**config.mk**
```make
export PLATFORM = sky130hd
export DESIGN_NAME = m72_gfx_fetch_arb
export DESIGN_NICKNAME = d
export VERILOG_FILES = /design/src/rtl/m72_gfx_fetch_arb.sv
export SDC_FILE = /design/constraint.sdc
export NUM_CORES = 1
export LEC_CHECK = 0
export ABC_AREA = 1
export ABC_CLOCK_PERIOD_IN_PS = 1900
export BUFFER_PORTS_ARGS = -buffer_cell sky130_fd_sc_hd__buf_2
export CAP_MARGIN = 10
export CORE_MARGIN = 2
export CORE_UTILIZATION = 45
export DETAILED_ROUTE_END_ITERATION = 8
export PLACE_DENSITY_LB_ADDON = 0.1
export SYNTH_ARGS = -nofsm -noshare
export SYNTH_HDL_FRONTEND = slang
export SYNTH_SLANG_ARGS = --single-unit
export TNS_END_PERCENT = 1
```
**constraint.sdc**
```tcl
create_clock -name CLK_32M -period 1.9 [get_ports CLK_32M]
set_clock_uncertainty 0.2 [all_clocks]
set_input_delay 0.285 -clock CLK_32M [delete_from_list [all_inputs] [get_ports CLK_32M]]
set_output_delay 0.285 -clock CLK_32M [all_outputs]
set_load 0.005 [all_outputs]
```
**src/rtl/m72_gfx_fetch_arb.sv**
```systemverilog
// m72_gfx_fetch_arb: round-robin arbiter sharing one gfx ROM read port between tilemap layers A and B, with response watchdog.
// Optional wait/timeout statistics are enabled by defining M72_GFX_ARB_STATS_EN.
module m72_gfx_fetch_arb #(
    parameter int ADDR_W  = 22,
    parameter int DATA_W  = 32,
    parameter int TIMEOUT = 63
) (
    input  logic              CLK_32M,
    input  logic              reset,
    input  logic              a_req,
    input  logic [ADDR_W-1:0] a_addr,
    output logic              a_busy,
    output logic [DATA_W-1:0] a_data,
    output logic              a_valid,
    input  logic              b_req,
    input  logic [ADDR_W-1:0] b_addr,
    output logic              b_busy,
    output logic [DATA_W-1:0] b_data,
    output logic              b_valid,
    output logic              mem_req,
    output logic [ADDR_W-1:0] mem_addr,
    input  logic              mem_ack,
    input  logic [DATA_W-1:0] mem_data,
    input  logic              mem_valid,
    output logic              timeout_err
`ifdef M72_GFX_ARB_STATS_EN
    ,
    input  logic              stat_clr,
    output logic [15:0]       stat_a_wait,
    output logic [15:0]       stat_b_wait,
    output logic [7:0]        stat_timeouts
`endif
);
    localparam int CW = $clog2(TIMEOUT);
    // Fires so the dummy response appears TIMEOUT cycles after the ack cycle.
    localparam logic [CW-1:0] CNT_LAST = CW'(TIMEOUT - 2);
    typedef enum logic [1:0] {IDLE, ISSUE, WAIT} state_t;
    state_t state, state_n;
    logic pend_a, pend_b, own, last_grant, active, grant, pick, done, tmo, fin, take_a, take_b;
    logic [ADDR_W-1:0] addr_a, addr_b;
    logic [CW-1:0] cnt;
    always_comb begin
        active  = state != IDLE;
        a_busy  = pend_a || (active && !own);
        b_busy  = pend_b || (active && own);
        take_a  = a_req && !a_busy;
        take_b  = b_req && !b_busy;
        grant   = state == IDLE && (pend_a || pend_b);
        pick    = (pend_a && pend_b) ? !last_grant : pend_b;
        done    = mem_valid && ((state == ISSUE && mem_ack) || state == WAIT);
        tmo     = state == WAIT && !mem_valid && cnt == CNT_LAST;
        fin     = done || tmo;
        state_n = grant ? ISSUE : fin ? IDLE : (state == ISSUE && mem_ack) ? WAIT : state;
    end
    always_ff @(posedge CLK_32M) begin
        if (reset) begin
            state       <= IDLE;
            pend_a      <= 1'b0;
            pend_b      <= 1'b0;
            addr_a      <= '0;
            addr_b      <= '0;
            own         <= 1'b0;
            last_grant  <= 1'b1;
            cnt         <= '0;
            mem_req     <= 1'b0;
            mem_addr    <= '0;
            a_data      <= '0;
            b_data      <= '0;
            a_valid     <= 1'b0;
            b_valid     <= 1'b0;
            timeout_err <= 1'b0;
        end else begin
            state  <= state_n;
            pend_a <= take_a || (pend_a && !(grant && !pick));
            pend_b <= take_b || (pend_b && !(grant && pick));
            if (take_a) addr_a <= a_addr;
            if (take_b) addr_b <= b_addr;
            if (grant) begin
                own        <= pick;
                last_grant <= pick;
                mem_addr   <= pick ? addr_b : addr_a;
            end
            mem_req <= grant || (mem_req && !(state == ISSUE && mem_ack));
            if (state == ISSUE && mem_ack && !mem_valid) cnt <= '0;
            else if (state == WAIT) cnt <= cnt + 1'b1;
            a_valid     <= fin && !own;
            b_valid     <= fin && own;
            timeout_err <= tmo;
            if (fin && !own) a_data <= tmo ? '0 : mem_data;
            if (fin && own) b_data <= tmo ? '0 : mem_data;
        end
    end
`ifdef M72_GFX_ARB_STATS_EN
    always_ff @(posedge CLK_32M) begin
        if (reset || stat_clr) begin
            stat_a_wait   <= '0;
            stat_b_wait   <= '0;
            stat_timeouts <= '0;
        end else begin
            if (pend_a && !(active && !own) && stat_a_wait != '1) stat_a_wait <= stat_a_wait + 1'b1;
            if (pend_b && !(active && own) && stat_b_wait != '1) stat_b_wait <= stat_b_wait + 1'b1;
            if (timeout_err && stat_timeouts != '1) stat_timeouts <= stat_timeouts + 1'b1;
        end
    end
`endif
endmodule

```
== Yosys cells after proc, flatten, opt, wreduce, memory -nomap -nowiden ==
Cells that the tools add are included.

* Reduce and logical (&&, ||, !) cells: 40
* Muxes and demuxes: 6
* Add/subtract/negate cells: 1
* Equality and inequality tests: 3

{| class="wikitable"
|+ Operators with widths
! operator !! count
|-
| 32-bit 2-to-1 mux || 1
|-
| 22-bit 2-to-1 mux || 1
|-
| 1-bit logical AND || 18
|-
| 1-bit logical NOT || 9
|-
| 1-bit logical OR || 8
|-
| 6-bit by 1-bit adder with 6-bit output (second input constant) || 1
|-
| 6-bit == test (second input constant) || 1
|-
| 1-bit 2-to-1 mux || 4
|-
| 3-bit nonzero test || 1
|-
| 3-bit OR reduction || 1
|-
| 2-bit by 1-bit == test with 1-bit output (second input constant) || 1
|-
| 2-bit == test (second input constant) || 1
|-
| 2-bit logical NOT || 1
|-
| 2-bit nonzero test || 1
|-
| 2-bit OR reduction || 1
|}

* Output and inout bits: 92
* Input port bits: 82
* Bits in registers: 146

== Longest topological paths before layout ==
Gate-level depths: netlist of run 1.

* Depth in word-level cells: 7
* Depth in mapped cells: 11
* Mapped depth without buffers: 10

== Least setup slack after synthesis of run 1 ==
No wires, ideal clock.

* Path kind: flip-flop to flip-flop
* Start: register cnt[0]
* End: register a_data[5]
* Setup slack: 0.263 ns
* Required time: 1.585 ns
* Cell stages (with the launch flop): 11
* Arrival: 1.322 ns
* Path through: dfxtp_1 > ha_1 > nand2_1 > nor2_1 > nand2_2 > nand2_2 > buf_6 > buf_6 > nand3_1 > nand2_1 > nor2_1

* Cells in the longest elaborated chain, start to end: 4
* Elaborated cells on any way between the ends: 5
* Classes of those cells: 1 x eq/ne; 1 x mux; 3 x reduce/logical

{| class="wikitable"
|+ RTL lines
! what !! line !! RTL
|-
| start, declared || 41 || <nowiki>logic [CW-1:0] cnt;</nowiki>
|-
| start signal, assigned || 85 || <nowiki>else if (state == WAIT) cnt <= cnt + 1'b1;</nowiki>
|-
| 6-bit == test * || 51 || <nowiki>tmo = state == WAIT && !mem_valid && cnt == CNT_LAST;</nowiki>
|-
| 1-bit logical AND * || 51 ||
|-
| 1-bit logical OR || 52 || <nowiki>fin = done || tmo;</nowiki>
|-
| 1-bit logical AND || 89 || <nowiki>if (fin && !own) a_data <= tmo ? '0 : mem_data;</nowiki>
|-
| end signal, assigned || 89 ||
|-
| end, declared || 13 || <nowiki>output logic [DATA_W-1:0] a_data,</nowiki>
|}

Every way passes the cells marked *; elsewhere a longest branch is shown, timed or not.
A chain may end at the register's enable or synchronous reset.

== Worst setup path after layout of run 1 ==
* Start: register cnt[1]
* End: register a_data[1]

Same word-level chain as after synthesis.

==> results of run 1 <==
-- cells by family (layout without fill, tap and decap cells) --
kind of cell	after synthesis	count (layout)	synth area share [%]
compound gates	181	181	16.4
simple gates	334	334	23.5
buf+inv	124	335	9.48
fa+ha+maj	2	2	0.426
flops	146	146	49.7
xor+xnor	3	3	0.447
-- power by group --
group | leakage (nW) | switching [mW] | internal, mW
registers | 1.19 | 0.154 | 3.36
logic | 2.22 | 0.841 | 0.605
clock network | 0.324 | 1.24 | 2.43
total | 3.73 | 2.24 | 6.39
-- what timing repair did --
item	4_1_cts	5_1_grt
setup buffers	0	0
gates resized for setup	0	10
endpoints found under the hold margin	44	0
hold buffers	44	0
setup endpoints to repair	0	57
-- final cells by class --
| type | count | area [µm²] |
|---|---|---|
| clock inverters | 10 | 179 |
| flip-flops and latches | 146 | 2930 |
| multi-input cells | 520 | 2420 |
| fillers | 1130 | 4600 |
| repair buffers | 236 | 1600 |
| clock buffers | 22 | 474 |
| well taps | 172 | 215 |
| inverters | 67 | 253 |
-- worst max-delay path: cells and delay by family, from the launching register on --
kind	cells	cell delay, ps
adder cells (fa/ha/maj)	1	160
buffers and inverters	2	240
flip-flops	1	310
AND/OR/NAND/NOR	7	760
-- routing by layer --
layer,wire (µm),GRT usage (%)
met5,0,0
met4,339,10.0
met2,7610,37.1
met3,789,5.45
met1,6930,27.0
-- sequential cells by signal, summed over array words and instances (netlist names) --
name and flops:
a_data 32, a_valid 1, addr_a 22, addr_b 22, b_data 32, b_valid 1
cnt 6, last_grant 1, mem_addr 22, mem_req 1, own 1, pend_a 1
pend_b 1, state 2, timeout_err 1
-- per-stage QoR --
step	setup TNS (ps)	std cells	instance area, µm²
after global routing	-12.8	1173	8070
after floorplan	0	790	5880
after CTS	0	1172	8000
after global placement	0	1096	6910
final	0	1173	8070
after detailed placement	0	1096	6910
-- cell usage after synthesis, drive strengths merged --
| library cell | instances |
|---|---|
| o21a | 1 |
| nor2 | 84 |
| or2 | 1 |
| clkinv | 1 |
| o21ai | 47 |
| clkbuf | 22 |
| o211ai | 10 |
| dfxtp | 146 |
| a21boi | 1 |
| a21oi | 109 |
| ha | 2 |
| inv | 66 |
| a31oi | 12 |
| buf | 35 |
| xnor2 | 1 |
| nor3 | 1 |
| nand2 | 172 |
| xor2 | 2 |
| a211oi | 1 |
| nand4 | 2 |
| nand3 | 74 |
-- path summary, 6_finish.rpt --
| check | slack [ps] | cells after the start | endpoint |
|---|---|---|---|
| min reg2reg | 240 | 2 | addr_b[13] |
| min | 30 | 5 | a_data[22] |
| max reg2reg | 120 | 10 | a_data[1] |
| max | 120 | 10 | a_data[1] |
==> results.sh, run 1 <==
export IMPL_yosysUniqueCellTypes=30
export IMPL_final_common_cell="buf_2"
export IMPL_period_needed_ps=1780
export IMPL_clock_path_buffers=2
export IMPL_fp_row_count=41
export IMPL_rsz0062_at_grt="yes"
export IMPL_status="finished clean"
export IMPL_initial_utilization_pct=46.4
export IMPL_clk_insertion_delay_late_ps=420
export IMPL_hold_path_class="input pin to register"
export IMPL_place_gp_congestion=0.805
export IMPL_syn2layout_area_growth_pct=37.4
export IMPL_critPathMostFrequentCell="nor2_1"
export IMPL_slew_headroom_pct=68.6
export IMPL_hold_viol_final=0
export IMPL_p_leak_nw=3.73
export IMPL_yosysTopAreaCellShare_pct=49.7
export IMPL_synth_yosys_warnings=0
export IMPL_final_nets=1072
export IMPL_drt_first_pass_iters=5
export IMPL_drive_gt1_share_pct=24.1
export IMPL_cts_sinks=146
export IMPL_netlist_area_mm2=0.00588
export IMPL_dp_slack_ps=81.3
export IMPL_synth_seq_area_share_pct=49.7
export IMPL_hp_start="mem_data[22]"
export IMPL_critPathCaptureType="register"
export IMPL_netlist_top_cells_area="dfxtp_1 50%, nand2_1 11%, a21oi_1 9.3%"
export IMPL_tritoncts="done"
export IMPL_antenna_found_initial=0
export IMPL_final_core_util_pct=63.7
export IMPL_num_io_pins=174
export IMPL_h_tree_depth=4
export IMPL_die_area_mm2=0.0140
export IMPL_slowest_delay_ps=310
export IMPL_fp_dieW_um=118
export IMPL_fin_crit_sh_pct=93.9
export IMPL_syn_inst=790
export IMPL_synth_fp_nets=874
export IMPL_report_final_slew_viol_count=0
export IMPL_syn_avg_cell_area_um2=7.44
export IMPL_worst_slew_pin_slew_ps=467
export IMPL_cts_buffers=17
export IMPL_cp_data_arrival_time_ps=1890
export IMPL_grt_pass1_wl_um=25300
export IMPL_fin_ws_ps=117
export IMPL_viasPerCell=4.92
export IMPL_setup_viol=0
export IMPL_diodes=0
export IMPL_worstPathRequired_ps=2010
export IMPL_path_cells="inv_1 > ha_1 > nand2_1 > nor2_2 > nand2_2 > nand2_8 > buf_6 > nand2_4 > nor2_1 > nor2_1"
export IMPL_numPortBuffers=173
export IMPL_powerDensity_mw_per_mm2=1070
export IMPL_routed_wl_um=15700
export IMPL_path_class="register to register"
export IMPL_crit_slowest_cell="dfxtp_1"
export IMPL_synth_seq_cells=146
export IMPL_grt_total_usage_pct=22.2
export IMPL_clk_pin_slew_ps=60
export IMPL_cts_root_buf="clkbuf_16"
export IMPL_p_total_mw=8.63
export IMPL_grt_start_max_net_pins=64
export IMPL_ant_nets=0
export IMPL_drt_iter0_markers=394
export IMPL_r2r_start="cnt[1]"
export IMPL_mostFrequentLayoutCells="173 x buf_2, 168 x nand2_1, 144 x dfxtp_1"
export IMPL_cp_start_kind="register"
export IMPL_fmax_ghz=0.561
export IMPL_holdWs_ps=25.6
export IMPL_post_drt_wl_per_cell_um=13.4
export IMPL_core_area_mm2=0.0127
export IMPL_grt_pass1_vias=5394
export IMPL_grt_overflow_total=0
export IMPL_dp_hpwl_um=9940
export IMPL_drc=0
export IMPL_startpoint="cnt[1]"
export IMPL_vias=5770
export IMPL_yosys_area_top_type="dfxtp_1"
export IMPL_maxCapViolCount=0
export IMPL_critical_path_max_fanout=9
export IMPL_die_height_um=118
export IMPL_peakVddDrop_v=0.000616
No activity file was read; power rests on OpenSTA's default activity.
==> run 2, diff against run 1 <==
--- a/config.mk
+++ b/config.mk
@@ -6,7 +6,7 @@
 export NUM_CORES = 1
 export LEC_CHECK = 0
 export ABC_AREA = 1
-export ABC_CLOCK_PERIOD_IN_PS = 1900
+export ABC_CLOCK_PERIOD_IN_PS = 1950
 export BUFFER_PORTS_ARGS = -buffer_cell sky130_fd_sc_hd__buf_2
 export CAP_MARGIN = 10
 export CORE_MARGIN = 2
==> constraint.sdc (replaced) <==
create_clock -name CLK_32M -period 1.95 [get_ports CLK_32M]
set_clock_uncertainty 0.2 [all_clocks]
set_input_delay 0.2925 -clock CLK_32M [delete_from_list [all_inputs] [get_ports CLK_32M]]
set_output_delay 0.2925 -clock CLK_32M [all_outputs]
set_load 0.005 [all_outputs]
==> run 2 against run 1 <==
Non-clock buffer count rose by 3. Clock power rose by 2%. Register-to-register slack improved by 30 ps. Via count rose by 1.7%. Cell area fell by 0.25%. Sequential power fell by 3%. Power fell by 1.1%. Largest cell class unchanged. Critical path type unchanged. Critical path depth did not move.
==> results.sh, run 2 (same netlist as run 1, synthesis figures left out) <==
export IMPL_place_area_mm2=0.00685
export IMPL_grt_start_max_net_pins=64
export IMPL_switching_share_pct=25.1
export IMPL_slew_headroom_pct=57.9
export IMPL_peakVddDrop_v=0.000706
export IMPL_cp_data_arrival_time_ps=1950
export IMPL_grt_pass1_vias=5318
export IMPL_fp_dieW_um=118
export IMPL_fp_row_count=41
export IMPL_num_io_pins=174
export IMPL_dp_slack_ps=64.4
export IMPL_syn2layout_area_growth_pct=37.1
export IMPL_cts_sinks=146
export IMPL_final_area_mm2=0.00805
export IMPL_clock_path_buffers=2
export IMPL_status="finished clean"
export IMPL_place_gp_congestion=0.787
export IMPL_fmax_ghz=0.553
export IMPL_hold_path_class="input pin to register"
export IMPL_core_area_mm2=0.0127
export IMPL_p_sw_mw=2.14
export IMPL_p_comb_share_pct=16.0
export IMPL_die_area_mm2=0.0140
export IMPL_cts_buffers=17
export IMPL_post_drt_wl_per_cell_um=13.2
export IMPL_dp_hpwl_um=9960
export IMPL_final_common_cell="buf_2"
export IMPL_path_cells="inv_1 > ha_1 > nand2_1 > nor2_1 > nand2_2 > buf_8 > nand2_1 > nand3_1 > nand2_1 > nor2_1"
export IMPL_ant_nets=0
export IMPL_cts_root_buf="clkbuf_16"
export IMPL_grt_overflow_total=0
export IMPL_drt_iter0_markers=489
export IMPL_fin_crit_sh_pct=92.7
export IMPL_seq_power_share_pct=40.0
export IMPL_powerDensity_mw_per_mm2=1060
export IMPL_critPathMostFrequentCell="nand2_1"
export IMPL_viasPerCell=4.99
export IMPL_hold_viol_final=0
export IMPL_maxCapViolCount=0
export IMPL_p_total_mw=8.53
export IMPL_vias=5867
export IMPL_slowest_delay_ps=340
export IMPL_mostFrequentLayoutCells="173 x buf_2, 168 x nand2_1, 145 x dfxtp_1"
export IMPL_grt_pass1_wl_um=25400
export IMPL_period_needed_ps=1810
export IMPL_holdWs_ps=32.5
export IMPL_die_height_um=118
export IMPL_p_leak_nw=3.75
export IMPL_numPortBuffers=173
export IMPL_fin_ws_ps=142
export IMPL_drt_first_pass_iters=5
export IMPL_drc=0
export IMPL_top_regs="a_data x32, b_data x32"
export IMPL_worst_slew_pin_slew_ps=631
export IMPL_dp_cells=1095
export IMPL_tritoncts="done"
export IMPL_antenna_found_initial=0
export IMPL_report_final_slew_viol_count=0
export IMPL_clk_pin_slew_ps=60
export IMPL_clk_insertion_delay_late_ps=410
export IMPL_critical_path_max_fanout=32
export IMPL_drive_gt1_share_pct=24.1
export IMPL_cp_start_kind="register"
export IMPL_setup_tns_ps=0
export IMPL_seq_area_mm2=0.00292
export IMPL_h_tree_depth=4
export IMPL_multi_input_area_mm2=0.00241
export IMPL_crit_slowest_cell="dfxtp_1"
export IMPL_pwr_share_clk_pct=43.9
export IMPL_diodes=0
export IMPL_initial_utilization_pct=46.4
export IMPL_path_class="register to register"
export IMPL_final_cells=1176
export IMPL_routed_wl_um=15600
export IMPL_final_nets=1075
export IMPL_final_core_util_pct=63.6
export IMPL_setup_viol=0
export IMPL_worstPathRequired_ps=2090
export IMPL_critPathCaptureType="register"
export IMPL_intPower_mw=6.39
export IMPL_grt_total_usage_pct=22.1
export IMPL_nFillCells=1109
run 2: cell types whose count changed in the layout (fill, tap and decap cells not counted), sizes merged:
cell         delta
buf             +4
clkinv          -1
bufinv          +1
dlygate4sd3     -1
run 2: layer usage:
metal | routed length [µm] | GRT usage (%) | vias to the layer above
met5 | 0 | 0 | -
met4 | 250 | 8.28 | 0
met3 | 789 | 5.41 | 24
met2 | 7640 | 36.5 | 172
met1 | 6890 | 27.8 | 2703
li1 | - | - | 2968
run 2: repair_timing:
item                                    4_1_cts  5_1_grt
buffers inserted                              0        5
hold endpoints to repair                     43        0
endpoints found under the setup margin        0       41
hold buffers                                 43        0
gates resized for setup                       0        3
run 2: worst paths after layout:
check	endpoint	cells after the start	slack, ps	startpoint
max	b_data[0]	10	140	cnt[1]
min	b_data[17]	5	30	mem_data[17]
max reg2reg	b_data[0]	10	140	cnt[1]
min reg2reg	addr_b[13]	2	240	addr_b[13]
run 2: power by group through the flow:
| stage | logic [mW] | registers (mW) | clock network (mW) |
|---|---|---|---|
| 2_1_floorplan | 0.811 | 3.46 | 0 |
| 3_3_place_gp | 1.25 | 3.47 | 0 |
| 6_report | 1.37 | 3.42 | 3.75 |
| 3_5_place_dp | 1.27 | 3.48 | 0 |
| 5_1_grt | 1.54 | 3.45 | 3.96 |
| 4_1_cts | 1.34 | 3.42 | 3.82 |
run 2: layout make-up:
class                   count  share of cell area [%]
repair buffers            239                    19.3
clock buffers              22                    6.14
flip-flops and latches    146                    36.3
multi-input cells         520                    29.9
well taps                 172                    2.67
inverters                  67                    3.14
clock inverters            10                    2.49
run 2: worst max-delay path, delay by kind of cell, from the launching register on:
kind | cells | cell delay (ps)
AND/OR/NAND/NOR | 7 | 680
buffers and inverters | 2 | 320
flip-flops | 1 | 340
adder cells (fa/ha/maj) | 1 | 180
